==> config.mk <==
export PLATFORM = sky130hd
export DESIGN_NAME = program_loader
export DESIGN_NICKNAME = d
export VERILOG_FILES = /design/src/rtl/loader_pkg.sv /design/src/rtl/word_assembler.sv /design/src/rtl/program_loader.sv
export SDC_FILE = /design/constraint.sdc
export NUM_CORES = 1
export LEC_CHECK = 0
export BUFFER_PORTS_ARGS = -buffer_cell sky130_fd_sc_hd__buf_2
export CAP_MARGIN = 15
export CORE_MARGIN = 2
export CORE_UTILIZATION = 40
export CTS_CLUSTER_SIZE = 30
export DETAILED_ROUTE_END_ITERATION = 16
export PLACE_DENSITY_LB_ADDON = 0.3
export SYNTH_ARGS = -nofsm -noshare
export SYNTH_HDL_FRONTEND = slang
export SYNTH_SLANG_ARGS = --single-unit
export TNS_END_PERCENT = 50
==> constraint.sdc <==
create_clock -name clk -period 5.3 [get_ports clk]
set_clock_uncertainty 0.1 [all_clocks]
set_input_delay 0.53 -clock clk [delete_from_list [all_inputs] [get_ports clk]]
set_output_delay 0.53 -clock clk [all_outputs]
set_load 0.01 [all_outputs]
==> src/rtl/loader_pkg.sv <==
// Shared definitions for the program loader.
// - state_e         : loader FSM state encoding
// - BYTES_PER_WORD  : stream bytes per memory word (big-endian)
// - BCNT_W          : width of the per-word byte counter
// - is_loading()    : true while a load is in progress (start is ignored)
package loader_pkg;

  typedef enum logic [2:0] {
    ST_IDLE   = 3'd0,
    ST_LEN_HI = 3'd1,
    ST_LEN_LO = 3'd2,
    ST_DATA   = 3'd3,
    ST_CSUM   = 3'd4,
    ST_DONE   = 3'd5,
    ST_ERROR  = 3'd6
  } state_e;

  localparam int BYTES_PER_WORD = 4;
  localparam int BCNT_W         = $clog2(BYTES_PER_WORD);

  function automatic logic is_loading(state_e s);
    return (s == ST_LEN_HI) || (s == ST_LEN_LO) || (s == ST_DATA) || (s == ST_CSUM);
  endfunction

endpackage

==> src/rtl/word_assembler.sv <==
// Byte-to-word assembly for the program loader.
// Shifts accepted data bytes into a 32-bit register (first byte lands in
// bits 31:24), raises a registered one-cycle write strobe after the 4th byte
// and keeps a running XOR of every data byte for the trailing checksum.
// Ports:
//   clk, reset   clock, async active-high reset
//   clr          restart: clears byte counter and XOR accumulator
//   data_acc     a data byte is being accepted this cycle
//   in_data      the byte
//   word_done    comb: this acceptance completes a word
//   mem_we       registered write strobe (one cycle)
//   mem_wdata    registered completed word
//   xor_sum      XOR of all data bytes accepted since clr
module word_assembler
  import loader_pkg::*;
(
  input  logic        clk,
  input  logic        reset,
  input  logic        clr,
  input  logic        data_acc,
  input  logic [7:0]  in_data,
  output logic        word_done,
  output logic        mem_we,
  output logic [31:0] mem_wdata,
  output logic [7:0]  xor_sum
);

  logic [BCNT_W-1:0] byte_cnt_q, byte_cnt_d;
  logic [31:0]       shift_q, shift_d;
  logic [31:0]       wdata_q, wdata_d;
  logic              we_q, we_d;
  logic [7:0]        xor_q, xor_d;
  logic [31:0]       next_word;

  assign next_word = {shift_q[23:0], in_data};
  assign word_done = data_acc && (byte_cnt_q == BCNT_W'(BYTES_PER_WORD - 1));

  always_comb begin
    byte_cnt_d = byte_cnt_q;
    shift_d    = shift_q;
    wdata_d    = wdata_q;
    we_d       = 1'b0;
    xor_d      = xor_q;
    if (clr) begin
      byte_cnt_d = '0;
      xor_d      = '0;
    end else if (data_acc) begin
      byte_cnt_d = byte_cnt_q + 1'b1;
      shift_d    = next_word;
      xor_d      = xor_q ^ in_data;
      // The completed word is copied out so the shift register can take the
      // next word's first byte in the same cycle the strobe is up.
      if (word_done) begin
        we_d    = 1'b1;
        wdata_d = next_word;
      end
    end
  end

  always_ff @(posedge clk or posedge reset) begin
    if (reset) begin
      byte_cnt_q <= '0;
      shift_q    <= '0;
      wdata_q    <= '0;
      we_q       <= 1'b0;
      xor_q      <= '0;
    end else begin
      byte_cnt_q <= byte_cnt_d;
      shift_q    <= shift_d;
      wdata_q    <= wdata_d;
      we_q       <= we_d;
      xor_q      <= xor_d;
    end
  end

  assign mem_we    = we_q;
  assign mem_wdata = wdata_q;
  assign xor_sum   = xor_q;

endmodule

==> src/rtl/program_loader.sv <==
// Program loader: takes a byte stream (LEN_HI, LEN_LO, N big-endian words,
// CSUM) and writes the words into the CPU memory write port starting at
// BASE_ADDR. The CPU is held until the image loads and its checksum (XOR of
// the data bytes only) matches.
// Ports:
//   clk, reset            clock, async active-high reset
//   start                 begin a load (honoured in IDLE/DONE/ERROR)
//   in_data/in_valid/in_ready   byte stream handshake
//   mem_we/mem_addr/mem_wdata   memory write port
//   cpu_hold              freeze CPU fetch
//   done / error          load result
module program_loader
  import loader_pkg::*;
#(
  parameter int          ADDR_WIDTH = 12,
  parameter int unsigned BASE_ADDR  = 0
) (
  input  logic                  clk,
  input  logic                  reset,
  input  logic                  start,
  input  logic [7:0]            in_data,
  input  logic                  in_valid,
  output logic                  in_ready,
  output logic                  mem_we,
  output logic [ADDR_WIDTH-1:0] mem_addr,
  output logic [31:0]           mem_wdata,
  output logic                  cpu_hold,
  output logic                  done,
  output logic                  error
);

  // Largest legal word count; an image of exactly this size fills memory to
  // the top word without wrapping.
  localparam logic [32:0] MAX_WORDS = (33'd1 << ADDR_WIDTH) - 33'(BASE_ADDR);

  state_e                state_q, state_d;
  logic [7:0]            len_hi_q, len_hi_d;
  logic [15:0]           len_q, len_d;
  logic [15:0]           word_cnt_q, word_cnt_d;
  logic [ADDR_WIDTH-1:0] addr_q, addr_d;

  logic        accept;
  logic        restart;
  logic        data_acc;
  logic        word_done;
  logic        last_word;
  logic [7:0]  xor_sum;
  logic [15:0] len_new;

  assign accept    = in_valid && in_ready;
  assign restart   = start && !is_loading(state_q);
  assign data_acc  = accept && (state_q == ST_DATA);
  assign len_new   = {len_hi_q, in_data};
  assign last_word = (word_cnt_q == len_q - 16'd1);

  word_assembler u_asm (
    .clk       (clk),
    .reset     (reset),
    .clr       (restart),
    .data_acc  (data_acc),
    .in_data   (in_data),
    .word_done (word_done),
    .mem_we    (mem_we),
    .mem_wdata (mem_wdata),
    .xor_sum   (xor_sum)
  );

  // State register
  always_ff @(posedge clk or posedge reset) begin
    if (reset) state_q <= ST_IDLE;
    else       state_q <= state_d;
  end

  // Next-state logic
  always_comb begin
    state_d = state_q;
    case (state_q)
      ST_IDLE, ST_DONE, ST_ERROR: if (start) state_d = ST_LEN_HI;
      ST_LEN_HI: if (accept) state_d = ST_LEN_LO;
      ST_LEN_LO: begin
        if (accept) begin
          if (33'(len_new) > MAX_WORDS) state_d = ST_ERROR;
          else if (len_new == 16'd0)    state_d = ST_CSUM;
          else                          state_d = ST_DATA;
        end
      end
      ST_DATA: if (word_done && last_word) state_d = ST_CSUM;
      ST_CSUM: begin
        if (accept) state_d = (in_data == xor_sum) ? ST_DONE : ST_ERROR;
      end
      default: state_d = ST_IDLE;
    endcase
  end

  // Outputs decoded from state
  always_comb begin
    in_ready = is_loading(state_q);
    done     = (state_q == ST_DONE);
    error    = (state_q == ST_ERROR);
    cpu_hold = (state_q != ST_DONE);
  end

  // Length capture, word counter and write address
  always_comb begin
    len_hi_d   = len_hi_q;
    len_d      = len_q;
    word_cnt_d = word_cnt_q;
    addr_d     = addr_q;
    if (restart) begin
      word_cnt_d = '0;
      addr_d     = ADDR_WIDTH'(BASE_ADDR);
    end else begin
      if (accept && state_q == ST_LEN_HI) len_hi_d = in_data;
      if (accept && state_q == ST_LEN_LO) len_d    = len_new;
      if (word_done) word_cnt_d = word_cnt_q + 16'd1;
      // Advance once the strobe for the current word has gone out; the next
      // word needs at least three more bytes, so this never races a write.
      if (mem_we) addr_d = addr_q + 1'b1;
    end
  end

  always_ff @(posedge clk or posedge reset) begin
    if (reset) begin
      len_hi_q   <= '0;
      len_q      <= '0;
      word_cnt_q <= '0;
      addr_q     <= ADDR_WIDTH'(BASE_ADDR);
    end else begin
      len_hi_q   <= len_hi_d;
      len_q      <= len_d;
      word_cnt_q <= word_cnt_d;
      addr_q     <= addr_d;
    end
  end

  assign mem_addr = addr_q;

endmodule

# Word level (Yosys, flattened, before mapping)
# Index checks and enable logic that the tools add are counted.
word_totals:
  register_bits: 122
  latch_bits: 0
  mem_bits_rw: 0
  romBits: 0
  input_bits: 12
  wordCells: 74
  mem_count: 0
classes:
  n_addsub: 4
  mul: 0
  div_mod_pow: 0
  order_cmp: 1
  n_eq_ne: 15
  shifts: 0
  muxes: 20
  bitwise_logic: 2
  reduce_logical: 22
ops:
  columns: ["operator", "n"]
  rows:
  - ["two-way mux 16 bit", 2]
  - ["two-way mux 12 bit", 2]
  - ["two-way mux 3 bit", 7]
  - ["adder 16 x 1 -> 16 bit, second input constant", 1]
  - ["equality test 16 bit", 1]
  - ["greater-than comparator 16 x 13 -> 1 bit, second input constant", 1]
  - ["zero test 16 bit", 1]
  - ["two-way mux 8 bit", 2]
  - ["subtractor 16 x 1 -> 16 bit, second input constant", 1]
  - ["case mux 3 bit (5 select lines)", 1]
  - ["adder 12 x 1 -> 12 bit, second input constant", 1]
  - ["equality test 3 bit, second input constant", 3]
  - ["equality test 8 bit", 1]
  - ["inequality test 2 bit, second input constant", 4]
  - ["XOR 8 bit", 1]
  - ["logical AND 1 bit", 7]
  - ["equality test 3 x 2 -> 1 bit, second input constant", 2]
  - ["two-way mux 2 bit", 3]
  - ["AND reduction 2 bit", 3]
  - ["nonzero test 2 bit", 3]
  - ["AND reduction 5 bit", 1]
  - ["equality test 3 x 1 -> 1 bit, second input constant", 1]
  - ["zero test 3 bit", 1]
  - ["logical OR 1 bit", 3]
  - ["9 further kinds", 11]

# Logic depth before layout (Yosys ltp)
# Gate-level depths: netlist (run 1).
logic_depth:
  word_depth: 10
  depth_mapped: 9
  mapped_depth_nobuf: 9

# By module
# A second synthesis (run 1) with hierarchy kept.
hier_totals:
  hier_cells: 500
  hier_area_um2: 5959.5
modules_own_cells:
  columns: ["module", "n_inst", "cells_per_inst", "area_each_um2", "seq_area_each_um2"]
  rows:
  - ["program_loader", 1, 334, 3250.6, 1376.3]
  - ["word_assembler", 1, 166, 2708.8, 1676.6]

# Worst setup path after synthesis (run 1)
# No wires, ideal clock.
synth_path:
  path_type: "reg2reg"
  start: "register len_q[0]"
  end: "register state_q[1]"
  setup_ns: 0.131
  arrival_ns: 2.129
  setup_slack_ns: 2.940
  path_stages_with_launch: 10
  n_path_buf: 0
  period_less_slack_ns: 2.360
  cell_sequence: "dfrtp_1 > inv_1 > ha_1 > nor4b_4 > nand4_1 > xnor2_1 > o21ai_0 > nor4_1 > a211oi_1 > or3_1"
synth_between:
  elab_chain_cells: 5
synth_rtl:
  columns: ["element", "line_no", "text"]
  rows:
  - ["from (decl)", "program_loader.sv:38", "logic [15:0] len_q, len_d;"]
  - ["from (signal assigned)", "program_loader.sv:130", "len_q <= len_d;"]
  - ["subtractor 16 x 1 -> 16 bit", "program_loader.sv:54", "assign last_word = (word_cnt_q == len_q - 16'd1);"]
  - ["equality test 16 bit", "program_loader.sv:54", null]
  - ["logical AND 1 bit", "program_loader.sv:87", "ST_DATA: if (word_done && last_word) state_d = ST_CSUM;"]
  - ["inequality test 2 x 1 -> 1 bit (no source line)", null, null]
  - ["AND reduction 5 bit (no source line)", null, null]
  - ["to (signal assigned)", "program_loader.sv:71", "else state_q <= state_d;"]
  - ["to (decl)", "program_loader.sv:36", "state_e state_q, state_d;"]
# No other way between the ends.
# A chain may end at the register's enable or synchronous reset.

# Worst setup path in the final report (run 1)
layout_path:
  start: "register state_q[2]"
  end: "register state_q[1]"
layout_between:
  elab_chain_cells: 10
layout_rtl:
  columns: ["element", "line_no", "text"]
  rows:
  - ["equality test 3 x 1 -> 1 bit or equality test 3 x 2 -> 1 bit (tied branches)", "loader_pkg.sv:22, program_loader.sv:77", null]
  - ["logical OR 1 bit (3 in a row)", "loader_pkg.sv:22", "return (s == ST_LEN_HI) || (s == ST_LEN_LO) || (s == ST_DATA) || (s == ST_CSUM);"]
  - ["logical AND 1 bit", "program_loader.sv:50", "assign accept = in_valid && in_ready;"]
  - ["logical AND 1 bit", "program_loader.sv:52", "assign data_acc = accept && (state_q == ST_DATA);"]
  - ["logical AND 1 bit", "word_assembler.sv:36", "assign word_done = data_acc && (byte_cnt_q == BCNT_W'(BYTES_PER_WORD - 1));"]
  - ["logical AND 1 bit", "program_loader.sv:87", null]
  - ["inequality test 2 x 1 -> 1 bit (no source line)", null, null]
  - ["AND reduction 5 bit (no source line)", null, null]
# Parallel ways exist; a longest one is shown, timed or not.

==> impl_metrics.ini, run 1 <==
[sta]
final-setup-viol-count = 0
drv_slew = 0
fmax_mhz = 348
worst_slew_pin_slew_ps = 884
max_slew_margin = 0.411
timing.hold.ws_ps = 211
final_hold_viol_count = 0
rsz0062_at_grt = no
period_share = 0.541
period_needed_ps = 2870
fin_setup_tns_ps = 0

[worst_hold_path]
hold_class = in -> async

[clock_tree]
clk_path_buf_depth = 2
cts_hold_buf = 0
cts-root-buf = clkbuf_16
clkLatencyLatePin_ps = 410
htreeDepth = 4
cts.sinks = 122
path_clk_slew_ps = 50
cts_buffers = 17
cts_setup_buffers = 0
ctsResizeCount = 0
cts_tree = yes

[grt]
grt_pass1_wl_um = 21600
grt_start_max_net_pins = 75
grt_pass1_vias = 4341
antenna_found_initial = 0
grt_usage = 0.183
gr-total-overflow = 0

[power_and_ir_drop]
power_density_nw_per_um2 = 452
combPwrFrac = 0.199
sw_frac_of_total = 0.299
seqPwrFrac = 0.431
power_leakage_nw = 3.42
power_frac_clock = 0.370
p_int_mw = 2.16
vdd.ir_drop.worst_mv = 0.271
switchingPower_uw = 924
finalPower_mw = 3.09

[worst_setup_path]
r2r_cells = 7
startpoint_type = flip-flop
crit_arrival_ps = 3050
end_kind = flip-flop
cp_max_fo = 27
required_ps = 5480
crit_type = reg -> reg

[die]
die-width_um = 124
ios = 61
coreArea_um2 = 14000
fp-row-count = 43
die-area_um2 = 15400
die_y_um = 124
start_util = 0.413

[yosys]
syn-cell-area_um2 = 5770
synth_edf_count = 0
ys_types = 54
synthFlopType = dfrtp_1
synth_nets = 622
synth-async-reset-ratio = 1.00
ys_seq_area_frac = 0.529
postSynthAreaPerCell_um2 = 9.53
yosys_warnings = 0
synth_seq_cells = 122
syn_inst = 606

[cells_and_area]
nNetsFinal = 682
mostFrequentLayoutCell = nand2_1
layout_common_cells = 201 x nand2_1, 122 x dfrtp_1, 60 x buf_2, 51 x nor2_1, 41 x xor2_1
drive_gt1_frac = 0.193
area_growth_pct = 18.4
antenna_cells = 0

[flow_run]
cap_violations = 0

[detailed_routing]
vias = 4450
drcViolationCount = 0
first_pass_iters = 5
drtIter0Drc = 303
via_per_inst = 5.19
ant_nets = 0
avgRoutedWirePerCell_um = 15.3
wl_um = 13100

[placed_design]
gp_congestion = 0.915
hpwl_um = 9100
place.port_buffers = 60

[outcome]
status = completed
-- cell type report --
type	instances	area, um^2
Timing Repair Buffer	66	345
Multi-Input combinational cell	446	2570
Sequential cell	122	3050
Inverter	13	51.3
Tap cell	180	225
Clock inverter	7	88.8
Clock buffer	24	502
Fill cell	1346	7150
-- final timing paths --
kind	startpoint	end	slack [ps]
max in group asynchronous	reset	len_q[15]	3720
max	state_q[2]	state_q[1]	2430
min reg2reg	u_asm.mem_wdata[13]	u_asm.mem_wdata[13]	370
min	reset	u_asm.mem_wdata[30]	210
min in group clk	in_data[3]	u_asm.mem_wdata[3]	300
max reg2reg	state_q[2]	state_q[1]	2430
-- per-stage QoR --
stage | util | instance area (um^2) | setup slack, ps | cells
floorplan | - | 5770 | 1430 | 606
global placement | 0.446 | 6240 | 2470 | 827
detailed placement | 0.446 | 6240 | 2440 | 827
CTS | 0.489 | 6830 | 2430 | 858
global route | 0.489 | 6830 | 2220 | 858
finish | 0.489 | 6830 | 2430 | 858
-- registers in the layout, indices dropped and copies added, names as in the netlist --
register          flops
word_cnt_q           16
u_asm.shift_q        24
u_asm.mem_wdata      32
mem_addr             12
u_asm.mem_we          1
u_asm.xor_sum         8
len_q                16
state_q               3
len_hi_q              8
u_asm.byte_cnt_q      2
-- routing by layer --
| layer | wire length (um) | global-route usage | up-vias |
|---|---|---|---|
| li1 | - | - | 2118 |
| met4 | 297 | 0.0808 | 0 |
| met1 | 5740 | 0.236 | 2198 |
| met2 | 6470 | 0.300 | 109 |
| met3 | 608 | 0.0343 | 25 |
| met5 | 0 | 0 | - |
-- synthesized netlist by cell type, types with 2 or more instances --
| library cell | count | area, um^2 |
|---|---|---|
| nand2_1 | 201 | 754 |
| dfrtp_1 | 122 | 3050 |
| nor2_1 | 51 | 191 |
| xor2_1 | 41 | 359 |
| xnor2_1 | 21 | 184 |
| mux2_2 | 20 | 225 |
| o21ai_0 | 16 | 80.1 |
| clkbuf_1 | 14 | 52.6 |
| inv_1 | 13 | 48.8 |
| nand4_1 | 10 | 62.6 |
| nor4_1 | 10 | 62.6 |
| a21oi_1 | 9 | 45.0 |
| nand3_1 | 8 | 40.0 |
| buf_1 | 6 | 22.5 |
| or3_1 | 6 | 37.5 |
| ha_1 | 4 | 50.1 |
| and3_1 | 3 | 18.8 |
| buf_2 | 3 | 15.0 |
| nor2b_1 | 3 | 18.8 |
| nor3_1 | 3 | 15.0 |
| a32oi_1 | 2 | 17.5 |
| and4_1 | 2 | 17.5 |
| mux2i_1 | 2 | 20.0 |
| nand4b_1 | 2 | 17.5 |
| nor3_2 | 2 | 20.0 |
| nor3_4 | 2 | 32.5 |
| o2111ai_1 | 2 | 17.5 |
| or4_1 | 2 | 15.0 |
-- critical path: stages, from the launching register on --
cell and delay [ps]:
dfrtp_1 500, nand4b_4 490, or2_1 380, nor4_1 290
o2111ai_1 150, nor4_1 240, a211oi_1 170, or3_1 400
-- power groups by stage --
stage | Sequential, mW | Combinational (mW) | Clock (mW)
2_1_floorplan | 1.38 | 0.330 | 0
3_3_place_gp | 1.34 | 0.613 | 0
3_5_place_dp | 1.35 | 0.623 | 0
4_1_cts | 1.33 | 0.630 | 1.16
5_1_grt | 1.36 | 0.708 | 1.20
6_report | 1.33 | 0.615 | 1.14
-- cells by family (layout without fill, tap and decap cells) --
kind of cell | after synthesis | after routing | synth area share
buffers and inverters | 38 | 110 | 0.0269
adders and majority gates | 4 | 4 | 0.00867
muxes | 22 | 22 | 0.0425
AOI/OAI and AO/OA | 40 | 40 | 0.0451
DFF | 122 | 122 | 0.529
xor gates and xnor gates | 63 | 63 | 0.0979
and+or+nand+nor | 317 | 317 | 0.250
Power figures use the tool's default switching activity.
==> run 2: changes to the inputs <==
- ABC_AREA: unset -> 1
- clock period: 5.3 -> 2.7 ns (I/O delays scaled with it)
==> impl_metrics.ini, run 2 <==
[worst_setup_path]
slowest_stage = dfrtp_1
end_kind = flip-flop
r2r-end = state_q[1]
path_cells = inv_1 > ha_1 > nand2_1 > nor2_1 > nand2_1 > nand2_1 > nor2_1 > nor2_1 > nand3_1 > nor2_1 > nand3_1 > nand2_2 > nand2_1 > nand2_1 > nand2_1
critPathMaxStageDelay_ps = 410
cp_max_fo = 5
crit_arrival_ps = 2360
r2r_slack_ps = 560
endpoint = state_q[1]
regToRegStartpoint = len_q[0]
startpoint = len_q[0]
crit_type = reg -> reg
required_ps = 2910
startpoint_type = flip-flop
crit_top_cell = nand2_1
r2r_cells = 15

[yosys]
synth_top_area_frac = 0.525
synth-async-reset-ratio = 1.00
synth_compound_area_frac = 0.0981
synth_top_family_by_area = simple AND/OR/NAND/NOR gates
ys_seq_area_frac = 0.525
synthMuxAreaShare = 0.00775
postSynthAreaPerCell_um2 = 7.93
syn_inst = 733
synth.most_common_cell = nand2_1
synth_xor_area_frac = 0.0241
synth_nets = 749
synthAdderAreaFrac = 0.00861
ys_types = 35
yosys-top-cells-count = 222 x nand2_1, 122 x dfrtp_1, 91 x inv_1
synth-simple-area-share = 0.260
yosys.area.top_type = dfrtp_1
synthFlopType = dfrtp_1
yosys_warnings = 0
synth_seq_cells = 122
synth_area_leaders = dfrtp_1 53%, nand2_1 14%, o21ai_0 6.3%, inv_1 5.9%, nor2_1 4.5%
syn-cell-area_um2 = 5810
synth_edf_count = 0

[sta]
rsz0062_at_grt = no
final_hold_viol_count = 0
setup_ws_ps = 557
period_needed_ps = 2140
drv_slew = 0
final-setup-viol-count = 0
period_share = 0.794
worst_slew_pin_slew_ps = 749
max_slew_margin = 0.499
fmax_mhz = 467
fin_setup_tns_ps = 0
timing.hold.ws_ps = 150

[power_and_ir_drop]
vdd.ir_drop.worst_mv = 0.605
power_density_nw_per_um2 = 921
finalPower_mw = 6.34
power_leakage_nw = 3.65

[outcome]
status = completed

[placed_design]
gp_congestion = 0.875
hpwl_um = 9230
dpl.cell_count = 968
place.port_buffers = 60
pre_cts_ws_ps = 584

[die]
die_y_um = 125
ios = 61
fp-row-count = 44
die-width_um = 125
coreArea_um2 = 14400
start_util = 0.405
die-area_um2 = 15500

[clock_tree]
clk_path_buf_depth = 2
clkLatencyLatePin_ps = 420
cts_setup_buffers = 0
cts.sinks = 122
path_clk_slew_ps = 50
cts_tree = yes
htreeDepth = 4
cts-root-buf = clkbuf_16
cts_buffers = 17

[cells_and_area]
mostFrequentLayoutCell = nand2_1
antenna_cells = 0
fin_cells = 995
layout_common_cells = 222 x nand2_1, 122 x dfrtp_1, 90 x inv_1, 73 x o21ai_0, 70 x nor2_1
area_growth_pct = 18.5
nFillCells = 1400
drive_gt1_frac = 0.142
largest_reg_flops = 32
nNetsFinal = 820

[detailed_routing]
wl_um = 13000
drtIter0Drc = 324
vias = 4826
top_layer_used = met4
first_pass_iters = 5
ant_nets = 0
wl_met3_um = 598
via_per_inst = 4.85
drcViolationCount = 0
met1Wirelength_um = 6290
wl_met2_um = 5950
avgRoutedWirePerCell_um = 13.1

[grt]
gr-total-overflow = 0
grt_pass1_wl_um = 22800
grt_pass1_vias = 4677
grt_usage = 0.182
antenna_found_initial = 0
grt_start_max_net_pins = 39

[worst_hold_path]
hold_class = in -> reg

[flow_run]
cap_violations = 0
==> run 2: critical path, delay by kind of cell, from the launching register on <==
family        cells  cell delay, ps
flops             1             410
fa+ha+maj         1             220
simple gates     13            1190
buf+inv           1             120
==> run 2: stage by stage <==
step	util	cell area, um^2
after global routing	0.479	6890
final	0.479	6890
after CTS	0.479	6890
after detailed placement	0.443	6370
after global placement	0.443	6370
after floorplan	-	5820
==> run 2: layer usage <==
layer / GRT usage / vias up
met3: 0.0451 / 17
met5: 0 / -
met4: 0.0701 / 0
met2: 0.284 / 109
met1: 0.246 / 2237
li1: - / 2463
==> run 2: cell families (layout without fill, tap and decap cells) <==
kind of cell / Yosys count / in the layout
adders and majority gates: 4 / 4
muxes: 4 / 4
buffers and inverters: 115 / 193
and+or+nand+nor: 363 / 363
AOI/OAI and AO/OA: 109 / 109
DFF: 122 / 122
xor gates and xnor gates: 16 / 16
==> run 2: worst min path at each step <==
stage | startpoint | to | slack [ps] | cells after the start
6_report | in_data[4] | len_hi_q[4] | 150 | 3
2_1_floorplan | u_asm.shift_q[16] | u_asm.mem_wdata[24] | 340 | 2
3_5_place_dp | reset | u_asm.mem_wdata[9] | 330 | 2
4_1_cts | in_data[2] | u_asm.xor_sum[2] | 140 | 5
3_3_place_gp | reset | u_asm.mem_wdata[10] | 340 | 2
5_1_grt | in_data[7] | u_asm.mem_wdata[7] | 170 | 3
==> run 2: area by class of cell <==
| class | count | area, um^2 | area share |
|---|---|---|---|
| sequential | 122 | 3050 | 0.443 |
| clock buffer | 21 | 460 | 0.0668 |
| timing repair buffer | 72 | 418 | 0.0607 |
| clock inverter | 5 | 50.0 | 0.00727 |
| inverter | 95 | 360 | 0.0523 |
| multi-input combinational | 496 | 2320 | 0.336 |
| tap | 184 | 230 | 0.0334 |
==> run 2: power by group <==
part	leakage [nW]	internal [mW]	switching (mW)
clock	0.256	1.27	0.740
sequential	1.63	2.25	0.349
combinational	1.77	0.620	1.11
total	3.65	4.14	2.20
==> run 2: repair_timing <==
action,CTS,global route
hold buffers,1,0
endpoints found under the hold margin,29,0
gates resized for setup,0,0
